### src/rtl/audio_adc_deserializer_pkg.sv
// Shared definitions for the codec ADC deserializer: default widths, FSM states
// and the sign-extension helper used when publishing samples.
package audio_pkg;

  localparam int DATA_WIDTH_DEF  = 32;
  localparam int SAMPLE_BITS_DEF = 24;

  typedef enum logic [1:0] {
    IDLE  = 2'd0,
    SKIP  = 2'd1,
    SHIFT = 2'd2,
    WAIT  = 2'd3
  } state_t;

  // Replicates bit (bits-1) of w into every higher position; bits is elaboration-constant.
  function automatic logic [63:0] sext(input logic [63:0] w, input int bits);
    logic [63:0] result;
    logic        sign_bit;
    sign_bit = w[6'(bits - 1)];
    for (int i = 0; i < 64; i++) begin
      result[i] = (i < bits) ? w[i] : sign_bit;
    end
    return result;
  endfunction

endpackage

### src/rtl/audio_adc_deserializer_sync_edge.sv
// Two-flop synchronizer for an asynchronous level, with one-cycle rise/fall pulses
// derived from the synchronized value.
module sync_edge (
  input  logic CLK,
  input  logic rst,
  input  logic i_d,
  output logic o_q,
  output logic o_rise,
  output logic o_fall
);

  logic r_meta;
  logic r_sync;
  logic r_prev;

  always_ff @(posedge CLK or negedge rst) begin
    if (!rst) begin
      r_meta <= 1'b0;
      r_sync <= 1'b0;
      r_prev <= 1'b0;
    end else begin
      r_meta <= i_d;
      r_sync <= r_meta;
      r_prev <= r_sync;
    end
  end

  assign o_q    = r_sync;
  assign o_rise = r_sync & ~r_prev;
  assign o_fall = ~r_sync & r_prev;

endmodule

### src/rtl/audio_adc_deserializer.sv
// I2S ADC stream receiver: synchronizes BCLK/LRCK/DAT into CLK, deframes left/right
// words and publishes a sign-extended stereo pair with a one-cycle ready strobe.
module audio_adc_deserializer
  import audio_pkg::*;
#(
  parameter int DATA_WIDTH  = DATA_WIDTH_DEF,
  parameter int SAMPLE_BITS = SAMPLE_BITS_DEF
) (
  input  logic                  CLK,
  input  logic                  rst,
  input  logic                  en,
  input  logic                  AUD_BCLK,
  input  logic                  AUD_ADCLRCK,
  input  logic                  AUD_ADCDAT,
  output logic [DATA_WIDTH-1:0] sample_l,
  output logic [DATA_WIDTH-1:0] sample_r,
  output logic                  audio_ready,
  output logic                  frame_err
);

  localparam int CW = $clog2(SAMPLE_BITS + 1);

  logic w_bclk_q, w_bclk_rise, w_bclk_fall;
  logic w_lr_q, w_lr_rise, w_lr_fall;
  logic w_lr_edge;
  logic r_dat_meta, r_dat_sync;

  sync_edge u_sync_bclk (
    .CLK(CLK), .rst(rst), .i_d(AUD_BCLK),
    .o_q(w_bclk_q), .o_rise(w_bclk_rise), .o_fall(w_bclk_fall)
  );

  sync_edge u_sync_lrck (
    .CLK(CLK), .rst(rst), .i_d(AUD_ADCLRCK),
    .o_q(w_lr_q), .o_rise(w_lr_rise), .o_fall(w_lr_fall)
  );

  // Data path has the same depth as the clock synchronizers so bits line up with the rise pulse.
  always_ff @(posedge CLK or negedge rst) begin
    if (!rst) begin
      r_dat_meta <= 1'b0;
      r_dat_sync <= 1'b0;
    end else begin
      r_dat_meta <= AUD_ADCDAT;
      r_dat_sync <= r_dat_meta;
    end
  end

  assign w_lr_edge = w_lr_rise | w_lr_fall;

  state_t                 r_state, w_state_next;
  logic                   r_chan;
  logic [CW-1:0]          r_cnt;
  logic [SAMPLE_BITS-1:0] r_shift;
  logic [SAMPLE_BITS-1:0] r_left_buf;
  logic [SAMPLE_BITS-1:0] r_right_buf;
  logic                   r_left_valid;
  logic                   r_pair_pend;
  logic                   r_ready;
  logic                   r_frame_err;
  logic [DATA_WIDTH-1:0]  r_sample_l, r_sample_r;
  logic                   w_err_next, w_shift_en, w_done;
  logic [SAMPLE_BITS-1:0] w_word;

  assign w_word = {r_shift[SAMPLE_BITS-2:0], r_dat_sync};

  // An LRCK edge always wins over a coincident BCLK rise: that rise is the delay bit.
  always_comb begin
    w_state_next = r_state;
    w_err_next   = 1'b0;
    w_shift_en   = 1'b0;
    w_done       = 1'b0;
    if (!en) begin
      w_state_next = IDLE;
    end else begin
      case (r_state)
        IDLE:  if (w_lr_edge) w_state_next = SKIP;
        SKIP:  if (!w_lr_edge && w_bclk_rise) w_state_next = SHIFT;
        SHIFT: begin
          if (w_lr_edge) begin
            w_err_next   = 1'b1;
            w_state_next = SKIP;
          end else if (w_bclk_rise) begin
            w_shift_en = 1'b1;
            if (r_cnt == CW'(SAMPLE_BITS - 1)) begin
              w_done       = 1'b1;
              w_state_next = WAIT;
            end
          end
        end
        WAIT:  if (w_lr_edge) w_state_next = SKIP;
        default: w_state_next = IDLE;
      endcase
    end
  end

  always_ff @(posedge CLK or negedge rst) begin
    if (!rst) begin
      r_state      <= IDLE;
      r_chan       <= 1'b0;
      r_cnt        <= '0;
      r_shift      <= '0;
      r_left_buf   <= '0;
      r_right_buf  <= '0;
      r_left_valid <= 1'b0;
      r_pair_pend  <= 1'b0;
      r_ready      <= 1'b0;
      r_frame_err  <= 1'b0;
      r_sample_l   <= '0;
      r_sample_r   <= '0;
    end else begin
      r_state     <= w_state_next;
      r_frame_err <= w_err_next;
      r_ready     <= 1'b0;
      if (!en) begin
        r_left_valid <= 1'b0;
        r_pair_pend  <= 1'b0;
      end else begin
        if (w_lr_edge) begin
          r_chan  <= w_lr_q;
          r_cnt   <= '0;
          r_shift <= '0;
        end
        if (w_err_next) r_left_valid <= 1'b0;
        if (w_shift_en) begin
          r_shift <= w_word;
          r_cnt   <= r_cnt + CW'(1);
        end
        if (w_done) begin
          if (!r_chan) begin
            r_left_buf   <= w_word;
            r_left_valid <= 1'b1;
          end else if (r_left_valid) begin
            r_right_buf  <= w_word;
            r_pair_pend  <= 1'b1;
            r_left_valid <= 1'b0;
          end
        end
        if (r_pair_pend) begin
          r_sample_l  <= DATA_WIDTH'(sext(64'(r_left_buf), SAMPLE_BITS));
          r_sample_r  <= DATA_WIDTH'(sext(64'(r_right_buf), SAMPLE_BITS));
          r_ready     <= 1'b1;
          r_pair_pend <= 1'b0;
        end
      end
    end
  end

  assign sample_l    = r_sample_l;
  assign sample_r    = r_sample_r;
  assign audio_ready = r_ready & en;
  assign frame_err   = r_frame_err & en;

endmodule

### config.mk
export PLATFORM = sky130hd
export DESIGN_NAME = audio_adc_deserializer
export DESIGN_NICKNAME = d
export VERILOG_FILES = /design/src/rtl/audio_adc_deserializer_pkg.sv /design/src/rtl/audio_adc_deserializer_sync_edge.sv /design/src/rtl/audio_adc_deserializer.sv
export SDC_FILE = /design/constraint.sdc
export NUM_CORES = 1
export LEC_CHECK = 0
export BUFFER_PORTS_ARGS = -buffer_cell sky130_fd_sc_hd__buf_2
export CAP_MARGIN = 30
export CORE_MARGIN = 4
export CORE_UTILIZATION = 50
export CTS_BUF_LIST = sky130_fd_sc_hd__clkbuf_16
export DETAILED_ROUTE_END_ITERATION = 12
export PLACE_DENSITY = 0.71
export SKIP_LAST_GASP = 1
export SLEW_MARGIN = 30
export SYNTH_ARGS = -nofsm -noshare
export SYNTH_HDL_FRONTEND = slang
export SYNTH_SLANG_ARGS = --single-unit
### constraint.sdc
create_clock -name CLK -period 2.8 [get_ports CLK]
set_input_delay 0.28 -clock CLK [delete_from_list [all_inputs] [get_ports CLK]]
set_output_delay 0.28 -clock CLK [all_outputs]
set_load 0.01 [all_outputs]
* After elaboration in Yosys (flattened, before gate mapping)
Cells that the tools add are included.
** Word-level totals
- Register bits after elaboration :: 139
- Bits of input ports :: 6
- Output and inout port bits :: 66
- Logic and storage cells :: 85
** Cells by class
- Add/subtract/negate cells :: 1
- Equality and inequality tests :: 8
- Multiplexer cells :: 35
- Bitwise logic cells :: 10
- Reductions and logical operators :: 11
** Operators with widths (count)
- two-way mux 23 bit :: 2
- two-way mux 1 bit :: 24
- two-way mux 2 bit :: 6
- two-way mux 5 bit :: 2
- inequality test 4 bit (second input constant) :: 2
- AND reduction 4 bit :: 2
- case mux 2 bit (3 select lines) :: 1
- AND reduction 2 bit :: 3
- adder 5 x 1 -> 5 bit (second input constant) :: 1
- AND 1 bit :: 5
- == test 5 bit (second input constant) :: 1
- == test 2 bit (second input constant) :: 2
- NOT 1 bit :: 4
- inequality test 3 x 2 -> 1 bit (second input constant) :: 1
- inequality test 3 bit (second input constant) :: 1
- AND reduction 3 bit :: 1
- == test 2 x 1 -> 1 bit (second input constant) :: 1
- logical NOT 2 bit :: 1
- nonzero test 2 bit :: 1
- OR reduction 2 bit :: 1
- logical AND 1 bit :: 1
- logical NOT 1 bit :: 1
- bitwise OR 1 bit :: 1

* Depth between registers and ports, before layout
Gate-level depths: netlist (run 1).
- Word-level depth :: 11
- Depth in mapped cells :: 8
- Gate-level depth less buffers :: 6

* Hierarchy
Synthesis (run 1) repeated with hierarchy kept, for this count alone.
** Unflattened totals
- Cells, all modules :: 343
- Area total of the unflattened synthesis :: 5395.2 µm²
** By module, submodules not included
- audio_adc_deserializer :: instances 1, cells an instance 333, area each 5215.0 µm², seq. area each 3328.2 µm²
- sync_edge :: instances 2, cells an instance 5, area each 90.1 µm², seq. area each 75.1 µm²

* Least setup slack after synthesis (run 1)
OpenSTA, ideal clock, no wires.
- Path type :: reg2reg
- From :: register r_state[0]
- To :: register r_right_buf[0]
- Setup time :: 0.125 ns
- Arrival :: 1.993 ns
- Required time :: 2.675 ns
- Setup slack :: 0.682 ns
- Cell stages (with the launch flop) :: 9
- Buffers on the path :: 2
- Period minus slack after synthesis :: 2.118 ns
- Cells stage by stage :: dfrtp_1 inv_1 ha_1 nand2_1 or3_1 buf_2 nor3_4 buf_6 mux2_2
** On the way
- Word-level cells in the longest chain between the ends :: 4
** Ends and longest elaborated chain
- start, declared :: RTL line audio_adc_deserializer.sv:51 : state_t r_state, w_state_next;
- start signal, assigned :: RTL line audio_adc_deserializer.sv:112 : r_state <= w_state_next;
- == test 2 bit :: RTL line audio_adc_deserializer.sv:76 : case (r_state)
- two-way mux 1 bit :: RTL line audio_adc_deserializer.sv:76
- two-way mux 1 bit :: RTL line audio_adc_deserializer.sv:73 : if (!en) begin
- AND reduction 4 bit (no line)
- end signal, assigned :: RTL line audio_adc_deserializer.sv:134 : r_right_buf <= w_word;
- end, declared :: RTL line audio_adc_deserializer.sv:56 : logic [SAMPLE_BITS-1:0] r_right_buf;
No other way between the ends.
A chain may end at the register's enable or synchronous reset.

* Final worst setup path (run 1)
- From :: register r_state[0]
- To :: register r_right_buf[16]
Same word-level chain as after synthesis.

==> flow_metrics.tcl, run 1 <==
set metrics [dict create \
    tns_ps 0 \
    fp.coreArea_um2 10400 \
    grt_use_total_pct 16.3 \
    die_y_um 112 \
    drt_pass1_iterations 4 \
    cts_tree "yes" \
    p_leak_nw 3.48 \
    hpwlAfterDp_um 6070 \
    insertedDiodeCount 0 \
    gp_congestion 0.782 \
    cp-end-kind "register" \
    drv_cap 0 \
    dpl_cell_area_um2 5770 \
    synth_cell_types 29 \
    drive_gt1_share_pct 49.9 \
    syn_area_per_cell_um2 15.6 \
    min_path_type "input pin to register" \
    fin_skew_ps 9.04 \
    antenna_found_initial 0 \
    syn_to_final_growth_pct 20.2 \
    final_cell_mix "dfrtp_1 (139), mux2_2 (96), buf_2 (70)" \
    final_common_cell "dfrtp_1" \
    wl_per_cell_um 16.6 \
    fin_area_um2 6440 \
    clk_latency_ps 410 \
    clk_path_buf_depth 2 \
    cts_max_level 4 \
    power_density_nw_per_um2 707 \
    drt_iter0_markers 123 \
    die_x_um 112 \
    synth_top_area_share_pct 64.9 \
    synth.largest_area_cell "dfrtp_1" \
    clkSinkCount 139 \
    worst_slew_pin_slew_ps 636 \
    antenna_left 0 \
    cts_root_buffer "clkbuf_16" \
    timing.final.crit_share_pct 82.3 \
    clk_pin_slew_ps 60 \
    port_buffers 71 \
    ios 72 \
    cts-buffers-inserted 17 \
    cp.arrival_ps 2600 \
    rsz0062_at_grt "no" \
    cp-start-kind "register" \
    timing.fmax_mhz 434 \
    ys_warn_count 0 \
    worstSetupPathType "register to register" \
    slew_headroom_pct 57.5 \
    start_util_pct 51.7 \
    final_max_slew_viol_count 0 \
    row_count 37 \
    worstPathMaxFanout 18 \
    worst_ep_required_time_ps 3090 \
    grt_max_degree 58 \
    grt_overflow 0 \
    routed_via_density 5.27 \
    grt_pass1_wl_um 16000 \
    setup_viol 0 \
    die_area_um2 12400 \
    synth_area_leaders "dfrtp_1 (65%), mux2_2 (20%), a22o_1 (4.4%)" \
    hold_viol_final 0 \
    period_minus_slack_ps 2300 \
    peakVddDrop_v 0.000436 \
    ys_seq_elements 139 \
    outcome "finished clean" \
    syn-instance-count 344 \
    drc 0 \
    ys_seq_area_share_pct 64.9 \
    post_cts_resized 0 \
    synthesis.nets 354 \
    grt_pass1_vias 3199 \
    routed_wl_um 9410 \
    fin_nets 426 \
    vias 2978 \
    syn_area_um2 5360 \
]
==> routing by layer <==
layer / part of all wire, % / track usage [%] / routed length [um] / vias up
met5: 0 / 0 / 0 / -
met2: 49 / 25.4 / 4600 / 65
met4: 1.9 / 8.11 / 179 / 0
met1: 45 / 21.3 / 4250 / 1546
li1: - / - / - / 1353
met3: 4.0 / 4.40 / 376 / 14
==> cells in the mapped netlist <==
library cell / count
buf_6: 4
a211oi_1: 1
and2_1: 3
nor2b_1: 1
xnor2_1: 3
nand2_1: 5
nand3_1: 3
mux2_2: 96
o21a_1: 1
dfrtp_1: 139
ha_1: 4
buf_2: 1
buf_4: 16
a21oi_1: 3
xor2_1: 1
or3_1: 1
o221a_2: 1
nor3_4: 2
o21ai_0: 1
clkbuf_1: 11
mux2_1: 1
nor4_1: 2
nor3_1: 1
inv_1: 4
a22o_1: 27
nand2b_1: 3
nor2_1: 5
nand4b_1: 1
mux2i_1: 3
==> cell families (layout without fill, tap and decap cells) <==
kind of cell | Yosys count | count (layout) | synth area share [%]
xor+xnor | 4 | 4 | 0.654
fa+ha+maj | 4 | 4 | 0.934
mux | 100 | 100 | 21.0
compound gates | 34 | 34 | 5.28
buf+inv | 36 | 121 | 4.23
flops | 139 | 139 | 64.9
simple gates | 27 | 27 | 3.01
==> metrics by stage <==
stage                     hold WS (ps)  setup slack, ps  instances  util (%)  power [W]
after floorplan                  -15.6              682        344         -    0.00217
final                              226              496        565      62.1    0.00455
after global placement             259              579        529      55.7    0.00223
after global routing               233              344        565      62.1    0.00471
after CTS                          211              479        565      62.1    0.00459
after detailed placement           262              493        529      55.7    0.00224
==> where the power goes <==
| part | switching [W] | internal [W] |
|---|---|---|
| sequential | 0.0000183 | 0.00203 |
| clock | 0.000852 | 0.00149 |
| combinational | 0.000102 | 0.0000580 |
| total | 0.000972 | 0.00358 |
==> final cells by class <==
type,count,area [um2]
fill,812,3930
timing repair buffer,85,489
sequential,139,3480
tap,136,170
multi-input combinational,169,1660
inverter,4,15.0
clock inverter,15,196
clock buffer,17,425
==> critical path, stage by stage, from the launching register on <==
cell	delay (ps)
dfrtp_1	410
inv_1	70
ha_1	180
nand2_1	110
or3_1	510
nor3_4	230
buf_4	300
mux2_2	370
==> final timing paths <==
kind | start | end | slack [ps] | cells past startpoint
setup / recovery | r_state[0]$_DFFE_PN0P_ | r_right_buf[16]$_DFFE_PN0P_ | 500 | 7
min in group asynchronous | rst | sample_l[18]$_DFFE_PN0P_ | 380 | 2
setup reg to reg | r_state[0]$_DFFE_PN0P_ | r_right_buf[16]$_DFFE_PN0P_ | 500 | 7
hold / removal | en | r_left_valid$_DFF_PN0_ | 230 | 2
hold reg to reg | u_sync_bclk.r_meta$_DFF_PN0_ | u_sync_bclk.o_q$_DFF_PN0_ | 350 | 0
max in group asynchronous | rst | r_right_buf[23]$_DFFE_PN0P_ | 1640 | 3
==> registers in the layout (all words and copies together) (netlist names), 2 cells and up <==
register and cells:
r_left_buf 24, sample_l 24, sample_r 24, r_shift 23, r_right_buf 24, r_cnt 5
r_state 2
==> timing repair <==
action,in CTS,in global routing
hold buffers,4,0
buffers inserted,0,0
hold endpoints to repair,55,0
(Power assumes the default switching activity.)
==> inputs of run 2 (changes only) <==
PLACE_DENSITY = 0.74   (was 0.71)
clock period = 1.99 ns   (was 2.8 ns; I/O delays follow)
==> flow_metrics.tcl, run 2 (synthesis gave the netlist of run 1 again) <==
set metrics [dict create \
    outcome "finished clean" \
    cp-start-kind "register" \
    drive_gt1_share_pct 52.3 \
    drc 0 \
    max_stage_delay_ps 370 \
    rsz0062_at_grt "yes" \
    slowest_stage "dfrtp_1" \
    antenna_found_initial 0 \
    fin_util_pct 65.7 \
    drv_cap 0 \
    cp-startpoint "r_state[0]$_DFFE_PN0P_" \
    final_common_cell "dfrtp_1" \
    cts_root_buffer "clkbuf_16" \
    port_buffers 71 \
    seq_area_um2 3480 \
    min_delay_path_depth 2 \
    syn_to_final_growth_pct 27.2 \
    worstSetupPathType "register to register" \
    grt_overflow 0 \
    ios 72 \
    p_leak_nw 3.63 \
    final_max_slew_viol_count 0 \
    finalPower_w 0.00662 \
    antenna_left 0 \
    clk_latency_ps 410 \
    vias 3129 \
    min_path_type "input pin to register" \
    timing.final.crit_share_pct 98.8 \
    cp.arrival_ps 2260 \
    dpl_cell_area_um2 5930 \
    die_area_um2 12400 \
    fill_cells 735 \
    worst_slew_pin_slew_ps 653 \
    power_density_nw_per_um2 972 \
    worstPathMaxFanout 5 \
    fp.coreArea_um2 10400 \
    fin_area_um2 6810 \
    grt_pass1_wl_um 16700 \
    hpwlAfterDp_um 6170 \
    cts_tree "yes" \
    multi_input_area_um2 1770 \
    row_count 37 \
    hold_viol_final 0 \
    gp_congestion 0.793 \
    cp-end-kind "register" \
    fin_skew_ps 6.00 \
    die_y_um 112 \
    drt_iter0_markers 188 \
    drt_pass1_iterations 4 \
    rr_startpoint "r_state[0]$_DFFE_PN0P_" \
    worst_ep_required_time_ps 2280 \
    period_minus_slack_ps 1970 \
    die_x_um 112 \
    cts-buffers-inserted 17 \
    min-delay-start "en" \
    timing.fmax_mhz 509 \
    worstPathCellList "inv_1, ha_2, nand2_2, or3_4, nor3_4, buf_6, buf_6, mux2_2" \
    start_util_pct 51.7 \
    routed_via_density 5.35 \
    insertedDiodeCount 0 \
    grt_pass1_vias 3232 \
    peakVddDrop_v 0.000620 \
    grt_use_total_pct 16.9 \
    clk_pin_slew_ps 60 \
    slew_headroom_pct 56.4 \
    grt_max_degree 51 \
    clkSinkCount 139 \
    cp_common_cell "buf_6" \
    reg2reg_depth 8 \
    final_cell_mix "dfrtp_1 (139), mux2_2 (72), buf_2 (71)" \
    clk_path_buf_depth 2 \
    fin_nets 446 \
    setup_viol 0 \
    wl_per_cell_um 18.0 \
    cts_max_level 4 \
    routed_wl_um 10500 \
]
[run 2: cell count changes in the layout (fill, tap and decap cells not counted), sizes merged]
cell / previous run / this run
clkinvlp: 0 / 1
inv: 7 / 4
buf: 81 / 99
bufinv: 4 / 6
clkbuf: 17 / 19
[run 2: stage by stage]
| step | worst slack, ps | hold slack [ps] | instances | setup TNS [ps] |
|---|---|---|---|---|
| detailed placement | -91.0 | 176 | 540 | -2690 |
| global placement | -61.0 | 171 | 540 | -1450 |
| finish | 24.3 | 96.6 | 585 | 0 |
| CTS | -48.8 | 80.6 | 578 | -449 |
| floorplan | -85.3 | -96.6 | 344 | -2850 |
| global route | -79.0 | 90.7 | 585 | -1960 |
[run 2: critical path, delay by kind of cell (launching register included)]
family	cells	cell delay, ps
buf+inv	3	330
mux	1	330
simple gates	3	640
fa+ha+maj	1	180
flops	1	370
[run 2: path summary, 6_finish.rpt]
kind	to	slack [ps]
setup / recovery	r_right_buf[14]$_DFFE_PN0P_	20
hold / removal	r_left_valid$_DFF_PN0_	100
setup reg to reg	r_right_buf[14]$_DFFE_PN0P_	20
hold reg to reg	r_dat_sync$_DFF_PN0_	350
max in group asynchronous	r_left_buf[6]$_DFFE_PN0P_	990
min in group asynchronous	u_sync_bclk.r_meta$_DFF_PN0_	310
[run 2: final cells by class]
class | count | share of cell area [%]
inverter | 4 | 0.220
timing repair buffer | 105 | 10.7
sequential | 139 | 51.1
multi-input combinational | 169 | 25.9
clock inverter | 15 | 3.34
tap | 136 | 2.50
clock buffer | 17 | 6.24
[run 2: per-layer routing]
layer	wire length (um)	track usage [%]	vias up
met4	132	7.14	0
met2	5270	26.3	73
li1	-	-	1393
met5	0	0	-
met1	4660	22.2	1654
met3	465	5.27	9
[run 2: where the power goes]
part | internal, W | leakage (nW) | switching (W) | total, W
logic | 0.000115 | 1.39 | 0.000168 | 0.000283
clock network | 0.00233 | 0.319 | 0.00113 | 0.00346
registers | 0.00286 | 1.92 | 0.0000199 | 0.00288
total | 0.00530 | 3.63 | 0.00132 | 0.00662
[run 2: what timing repair did]
item / 4_1_cts / 5_1_grt
cloned: 0 / 3
gates resized for setup: 11 / 9
buffers inserted: 2 / 5
hold buffers: 4 / 0
setup endpoints to repair: 73 / 43
pin swaps: 2 / 1
endpoints found under the hold margin: 50 / 0
==> inputs of run 3 (changes only) <==
BUFFER_PORTS_ARGS = -buffer_cell sky130_fd_sc_hd__buf_4   (was -buffer_cell sky130_fd_sc_hd__buf_2)
SKIP_LAST_GASP = unset   (was 1)
TNS_END_PERCENT = 30   (was unset)
==> flow_metrics.tcl, run 3 (synthesis gave the netlist of run 1 again) <==
set metrics [dict create \
    cp.arrival_ps 2260 \
    r2r_slack_ps 20 \
    drive_gt1_share_pct 52.2 \
    syn_to_final_growth_pct 28.8 \
    drt_iter0_markers 180 \
    min_path_type "input pin to register" \
    grt_max_degree 50 \
    pre_cts_ws_ps -73.5 \
    gp_congestion 0.813 \
    timing.fmax_mhz 508 \
    tns_ps 0 \
    max_stage_delay_ps 380 \
    cp_num_buf_inv 3 \
    row_count 37 \
    vias 3106 \
    finalWorstSetupSlack_ps 23.0 \
    grt_pass1_wl_um 17100 \
    timing.final.crit_share_pct 98.8 \
    cp-start-kind "register" \
    grt_overflow 0 \
    antenna_found_initial 0 \
    clk_path_buf_depth 2 \
    cp-end-kind "register" \
    cp-startpoint "r_state[0]$_DFFE_PN0P_" \
    hold_viol_final 0 \
    routed_wl_um 10400 \
    fin_skew_ps 6.50 \
    rsz0062_at_grt "yes" \
    drc 0 \
    fp.coreArea_um2 10400 \
    worstSetupPathType "register to register" \
    peakVddDrop_v 0.000586 \
    setup_viol 0 \
    fill_cells 698 \
    insertedDiodeCount 0 \
    p_leak_nw 3.56 \
    worst_ep_required_time_ps 2280 \
    reg2reg_depth 8 \
    cts_tree "yes" \
    worstPathCellList "inv_1, ha_2, nand2_2, or3_4, nor3_4, buf_12, clkbuf_16, mux2_4" \
    critical_path.top_delay_family "simple AND/OR/NAND/NOR gates" \
    crit_path_end "r_right_buf[6]$_DFFE_PN0P_" \
    cts_root_buffer "clkbuf_16" \
    rr_endpoint "r_right_buf[6]$_DFFE_PN0P_" \
    start_util_pct 51.7 \
    die_y_um 112 \
    die_x_um 112 \
    cts_max_level 4 \
    period_minus_slack_ps 1970 \
    fin_nets 438 \
    outcome "finished clean" \
    fin_area_um2 6900 \
    grt_pass1_vias 3253 \
    port_buffers 71 \
    hpwlAfterDp_um 5930 \
    slowest_stage "dfrtp_1" \
    grt_use_total_pct 17.4 \
    ios 72 \
    antenna_left 0 \
    power_density_nw_per_um2 936 \
    worst_slew_pin_slew_ps 660 \
    dpl_cell_area_um2 6040 \
    final_max_slew_viol_count 0 \
    final_cell_mix "dfrtp_1 (139), buf_4 (83), mux2_2 (75)" \
    cts-buffers-inserted 17 \
    drv_cap 0 \
    slew_headroom_pct 55.9 \
    drt_pass1_iterations 4 \
    wl_per_cell_um 18.1 \
    die_area_um2 12400 \
    final_common_cell "dfrtp_1" \
    cp.depth 8 \
    worstPathMaxFanout 6 \
    rr_startpoint "r_state[0]$_DFFE_PN0P_" \
    placedCellCount 533 \
    clk_pin_slew_ps 60 \
    finalPower_w 0.00646 \
    clk_latency_ps 410 \
    clkSinkCount 139 \
    finalNonFillerCells 577 \
    routed_via_density 5.38 \
]
-- run 3: routing by layer --
metal / routed length [um] / vias up / part of all wire [%] / track usage, %
met3: 542 / 10 / 5.2 / 5.76
met2: 5050 / 92 / 48 / 26.5
li1: - / 1382 / - / -
met4: 85 / 0 / 0.81 / 5.03
met5: 0 / - / 0 / 0
met1: 4770 / 1622 / 46 / 24.0
-- run 3: timing repair --
action                                 in CTS  in global routing
setup endpoints to repair                  72                 50
pin swaps                                   2                  2
hold buffers                                4                  0
gates resized for setup                     5                 22
gates cloned                                1                  2
buffers inserted                            4                  3
endpoints found under the hold margin      44                  0
-- run 3: metrics by stage --
| stage | utilization, % | hold slack [ps] |
|---|---|---|
| after global placement | 58.2 | 145 |
| final | 66.6 | 98.2 |
| after floorplan | - | -96.6 |
| after CTS | 65.3 | 87.5 |
| after detailed placement | 58.2 | 146 |
| after global routing | 66.6 | 95.4 |
-- run 3: layout make-up --
| type | instances | area, um2 | area share (%) |
|---|---|---|---|
| multi-input cells | 169 | 1770 | 25.6 |
| repair buffers | 97 | 847 | 12.3 |
| clock buffers | 17 | 425 | 6.16 |
| flip-flops and latches | 139 | 3480 | 50.4 |
| clock inverters | 15 | 196 | 2.85 |
| well taps | 136 | 170 | 2.47 |
| inverters | 4 | 15.0 | 0.218 |
-- run 3: how the worst min path moves through the flow --
stage / startpoint / to / slack [ps] / depth (start not counted)
global placement: rst / sample_r[19]$_DFFE_PN0P_ / 140 / 1
CTS: en / r_left_valid$_DFF_PN0_ / 90 / 2
finish: en / r_left_valid$_DFF_PN0_ / 100 / 2
detailed placement: rst / sample_r[18]$_DFFE_PN0P_ / 150 / 1
floorplan: rst / r_chan$_DFFE_PN0P_ / -100 / 0
global route: en / r_left_valid$_DFF_PN0_ / 100 / 2
-- run 3: report_power, final --
part | switching (W) | internal, W
sequential | 0.0000198 | 0.00286
combinational | 0.000176 | 0.000120
clock | 0.00119 | 0.00210
